`config.mk`:
```
export PLATFORM = sky130hd
export DESIGN_NAME = fetch_stage
export DESIGN_NICKNAME = d
export VERILOG_FILES = /design/src/rtl/fetch_stage.sv
export SDC_FILE = /design/constraint.sdc
export NUM_CORES = 1
export LEC_CHECK = 0
export ABC_CLOCK_PERIOD_IN_PS = 5230
export BUFFER_PORTS_ARGS = -buffer_cell sky130_fd_sc_hd__buf_2
export CORE_AREA = 10 10 181 183
export CTS_BUF_LIST = sky130_fd_sc_hd__clkbuf_8
export CTS_CLUSTER_DIAMETER = 50
export DETAILED_ROUTE_END_ITERATION = 10
export DIE_AREA = 0 0 191 193
export MAX_ROUTING_LAYER = met4
export PLACE_DENSITY_LB_ADDON = 0.08
export SKIP_CTS_REPAIR_TIMING = 1
export SYNTH_ARGS = -nofsm -noshare
export SYNTH_HDL_FRONTEND = slang
export SYNTH_SLANG_ARGS = --single-unit
```
`constraint.sdc`:
```
create_clock -name clk -period 5.23 [get_ports clk]
set_input_delay 0.2615 -clock clk [delete_from_list [all_inputs] [get_ports clk]]
set_output_delay 0.2615 -clock clk [all_outputs]
set_load 0.02 [all_outputs]
```
`src/rtl/fetch_stage.sv`:
```
// fetch_stage: RV32I fetch with credit-limited imem requests, PC-tagged FIFO and redirect flush
module fetch_stage #(
  parameter logic [31:0] RESET_PC   = 32'h0000_0000,
  parameter int          FIFO_DEPTH = 2
) (
  input  logic        clk,
  input  logic        rst,
  input  logic        redirect_valid,
  input  logic [31:0] redirect_pc,
  output logic        imem_req,
  output logic [31:0] imem_addr,
  input  logic        imem_gnt,
  input  logic        imem_rvalid,
  input  logic [31:0] imem_rdata,
  input  logic        imem_err,
  output logic        id_valid,
  input  logic        id_ready,
  output logic [31:0] id_inst,
  output logic [31:0] id_pc,
  output logic        id_fault
);
  localparam int AW = $clog2(FIFO_DEPTH);
  localparam int CW = AW + 1;
  localparam logic [CW:0] DEPTH = (CW+1)'(FIFO_DEPTH);
  localparam logic [31:0] NOP = 32'h0000_0013;
  logic [31:0] pc_q, pc_d, rsp_pc_q, rsp_pc_d;
  logic [CW-1:0] out_q, out_d, disc_q, disc_d, cnt_q, cnt_d;
  logic [AW-1:0] rd_q, rd_d, wr_q, wr_d;
  logic stop_q, stop_d;
  logic [31:0] inst_q [FIFO_DEPTH];
  logic [31:0] epc_q [FIFO_DEPTH];
  logic [FIFO_DEPTH-1:0] flt_q;
  logic [CW:0] credit;
  logic [31:0] new_pc;
  logic issue, rsp, push, pop;
  always_comb begin
    credit    = {1'b0, out_q} + {1'b0, cnt_q};
    new_pc    = {redirect_pc[31:2], 2'b00};
    imem_req  = !rst && !redirect_valid && !stop_q && (credit < DEPTH);
    imem_addr = pc_q;
    id_valid  = !rst && (cnt_q != '0) && !redirect_valid;
    id_pc     = id_valid ? epc_q[rd_q] : '0;
    id_fault  = id_valid && flt_q[rd_q];
    id_inst   = (id_valid && !flt_q[rd_q]) ? inst_q[rd_q] : NOP;
    issue     = imem_req && imem_gnt;
    rsp       = imem_rvalid && (out_q != '0);
    push      = rsp && (disc_q == '0) && !redirect_valid;
    pop       = id_valid && id_ready;
    pc_d      = redirect_valid ? new_pc : issue ? pc_q + 32'd4 : pc_q;
    rsp_pc_d  = redirect_valid ? new_pc : push ? rsp_pc_q + 32'd4 : rsp_pc_q;
    out_d     = out_q + CW'(issue) - CW'(rsp);
    disc_d    = redirect_valid ? out_q - CW'(rsp) : disc_q - CW'(rsp && (disc_q != '0));
    stop_d    = !redirect_valid && (stop_q || (push && imem_err));
    cnt_d     = redirect_valid ? '0 : cnt_q + CW'(push) - CW'(pop);
    rd_d      = redirect_valid ? '0 : rd_q + AW'(pop);
    wr_d      = redirect_valid ? '0 : wr_q + AW'(push);
  end
  always_ff @(posedge clk) begin
    if (rst) begin
      pc_q     <= RESET_PC;
      rsp_pc_q <= RESET_PC;
      out_q    <= '0;
      disc_q   <= '0;
      cnt_q    <= '0;
      rd_q     <= '0;
      wr_q     <= '0;
      stop_q   <= 1'b0;
    end else begin
      pc_q     <= pc_d;
      rsp_pc_q <= rsp_pc_d;
      out_q    <= out_d;
      disc_q   <= disc_d;
      cnt_q    <= cnt_d;
      rd_q     <= rd_d;
      wr_q     <= wr_d;
      stop_q   <= stop_d;
    end
  end
  always_ff @(posedge clk) begin
    if (!rst && push) assert ({1'b0, cnt_q} < DEPTH);
    if (push) begin
      inst_q[wr_q] <= imem_rdata;
      epc_q[wr_q]  <= rsp_pc_q;
      flt_q[wr_q]  <= imem_err;
    end
  end
endmodule

```
==> results.cfg <==
[status]
status = finished clean

[clock_tree]
cts_buffer_depth = 2
numClockSinks = 195
cts_buffers = 17
clk_latency_ps = 470
clk_pin_slew_ps = 120
root_buffer = clkbuf_8
cts_tree = built
cts_max_level = 4

[global_route]
track_usage = 0.131
grt_pass1_vias = 5972
grt_start_max_net_pins = 48
grt_pass1_wl_microns = 36000
antenna_found_initial = 0
grt_overflow_total = 0

[worst_setup_path]
crit_path_start_kind = flop
cp_max_fo = 30
worstPathRequired_ps = 4970
arrival_ps = 3030
critPathCaptureType = output pin
path_cells = mux2i_1 > nand2_1 > nor2_1 > buf_2
critical_path.max_stage_delay_ps = 760
r2r_cells = 10
r2r-start = out_q[0]$_SDFF_PP0_
crit_type = reg2out
r2r_end = out_q[1]$_SDFF_PP0_
crit_slowest_cell = nand2_1
r2r_slack_ps = 2030

[timing]
hold_violations = 0
finalCritPeriodShare = 0.629
rsz0062_at_grt = false
fmax_mhz = 304
finClkSkew_ps = 25.5
fin_ws_ps = 1940
period_minus_slack_ps = 3290
worst_pin_slew_ps = 1080
max_slew_margin = 0.279
slew_violations = 0
setup_violations = 0
finalSetupTns_ps = 0

[floorplan]
io_pins = 170
rows = 63
core_area_sq_um = 29200
start_util = 0.296
die_area_sq_um = 36900
fp.dieW_microns = 191
die_h_microns = 193

[synth]
synth-async-reset-ratio = 0
yosysSeqAreaShare = 0.597
yosysWarnings = 0
synth-seq-cells = 195
syn-cell-area_sq_um = 8660
synth.avg_cell_area_sq_um = 11.6
synthFlopType = edfxtp_1
synth_cell_types = 59
synthCells = 747
synth_edf_count = 126

[final_layout]
finalNetCount = 1015
layout_commonest_cell = buf_2
layout_common_cells = buf_2 (163), edfxtp_1 (126), nor2_1 (94)
fillCellCount = 2942
synthToLayoutAreaGrowth_pct = 22.5
layout.area.seq_sq_um = 5170
drive_gt1_frac = 0.236
multi_input_area_sq_um = 3240
diodes = 0

[worst_hold_path]
hp-start = redirect_pc[22]
worst_hold_path.num_cells = 3
min_path_type = in2reg
hold_end = imem_addr[22]$_SDFFE_PP0P_

[power]
power_density_nw_per_um2 = 300
power_mw = 3.19
leakagePower_nw = 3.93
peakVddDrop_uv = 110

[placed_design]
hpwl_microns = 17000
port_buffers = 163
gp_congestion = 0.792
dp_slack_ps = 2060

[detailed_routing]
first_iter_violations = 253
drt_pre_antenna_iters = 4
post_drt_wl_per_cell_microns = 17.9
drt_wl_total_microns = 23900
via_per_inst = 4.60
drc = 0
via_count = 6140
final_antenna_net_count = 0

[flow_run]
drv_cap = 0
[worst max-delay path: cells and delay by family (launching register included)]
kind	cells	cell delay, ps
buffers and inverters	1	210
DFF	1	720
muxes	1	520
and+or+nand+nor	2	1120
[routing by layer]
metal | wire, microns | track usage | share of wire
met4 | 110 | 0.0282 | 0.0046
met3 | 999 | 0.0284 | 0.042
met1 | 12300 | 0.181 | 0.51
met5 | 0 | - | 0
met2 | 10600 | 0.193 | 0.44
[cells by family after synthesis]
logic type,synth area share
buf+inv,0.0314
flops,0.597
compound gates,0.0743
xor+xnor,0.0435
other cells,0.000433
mux,0.0805
simple gates,0.157
fa+ha+maj,0.0168
[registers in the layout, summed over array words and instances (netlist names)]
name,flops
rsp_pc_q,30
epc_q,60
imem_addr,30
inst_q,64
rd_q,1
stop_q,1
flt_q,2
disc_q,2
wr_q,1
cnt_q,2
out_q,2
[through the flow]
stage,hold slack [ps],std cells,utilization,instance area [sq um]
finish,36.4,1336,0.363,10600
global route,10.7,1336,0.363,10600
CTS,-67.5,1303,0.351,10300
detailed placement,453,1271,0.338,9870
global placement,450,1271,0.338,9870
floorplan,360,750,-,8670
[how the worst max path moves through the flow]
stage                        start                     end  slack, ps
2_1_floorplan  out_q[1]$_SDFF_PP0_  epc_q[1][10]$_DFFE_PP_       2170
3_3_place_gp   out_q[0]$_SDFF_PP0_     out_q[0]$_SDFF_PP0_       2060
3_5_place_dp   out_q[0]$_SDFF_PP0_     out_q[1]$_SDFF_PP0_       2060
4_1_cts            rd_q$_SDFF_PP0_             id_inst[17]       1760
5_1_grt            rd_q$_SDFF_PP0_             id_inst[17]       1620
6_report           rd_q$_SDFF_PP0_             id_inst[17]       1940
[where the power goes]
group	internal, mW	switching [mW]	total [mW]
clock	0.471	0.534	1.01
sequential	1.74	0.0731	1.81
combinational	0.148	0.223	0.370
[synthesized netlist by cell type (4+ instances only)]
cell / count / area (sq um)
buf_2: 4 / 20.0
xor2_1: 19 / 166
inv_1: 21 / 78.8
and4_1: 4 / 35.0
mux2_2: 5 / 56.3
o21a_1: 4 / 30.0
nor4_1: 13 / 81.3
buf_4: 4 / 30.0
mux2i_1: 64 / 641
edfxtp_1: 126 / 3780
nand4_1: 15 / 93.8
clkbuf_1: 23 / 86.3
ha_1: 10 / 125
buf_1: 10 / 37.5
xnor2_1: 24 / 210
nand3_1: 28 / 140
o22ai_1: 5 / 31.3
and2_1: 10 / 62.6
a21boi_1: 4 / 30.0
and3_1: 11 / 68.8
nor2_1: 94 / 353
a211oi_1: 13 / 97.6
o21ai_0: 6 / 30.0
a21oi_1: 33 / 165
a31oi_1: 11 / 68.8
nand2_1: 51 / 191
nor3_1: 11 / 55.1
dfxtp_1: 69 / 1380
o31a_1: 6 / 52.6
[area by class of cell]
type | instances | area share
sequential | 195 | 0.487
multi-input combinational | 490 | 0.306
timing repair buffer | 206 | 0.115
tap | 390 | 0.0460
clock buffer | 17 | 0.0221
clock inverter | 15 | 0.0157
inverter | 23 | 0.00814
Note: power is estimated with default switching activity, not from simulation.
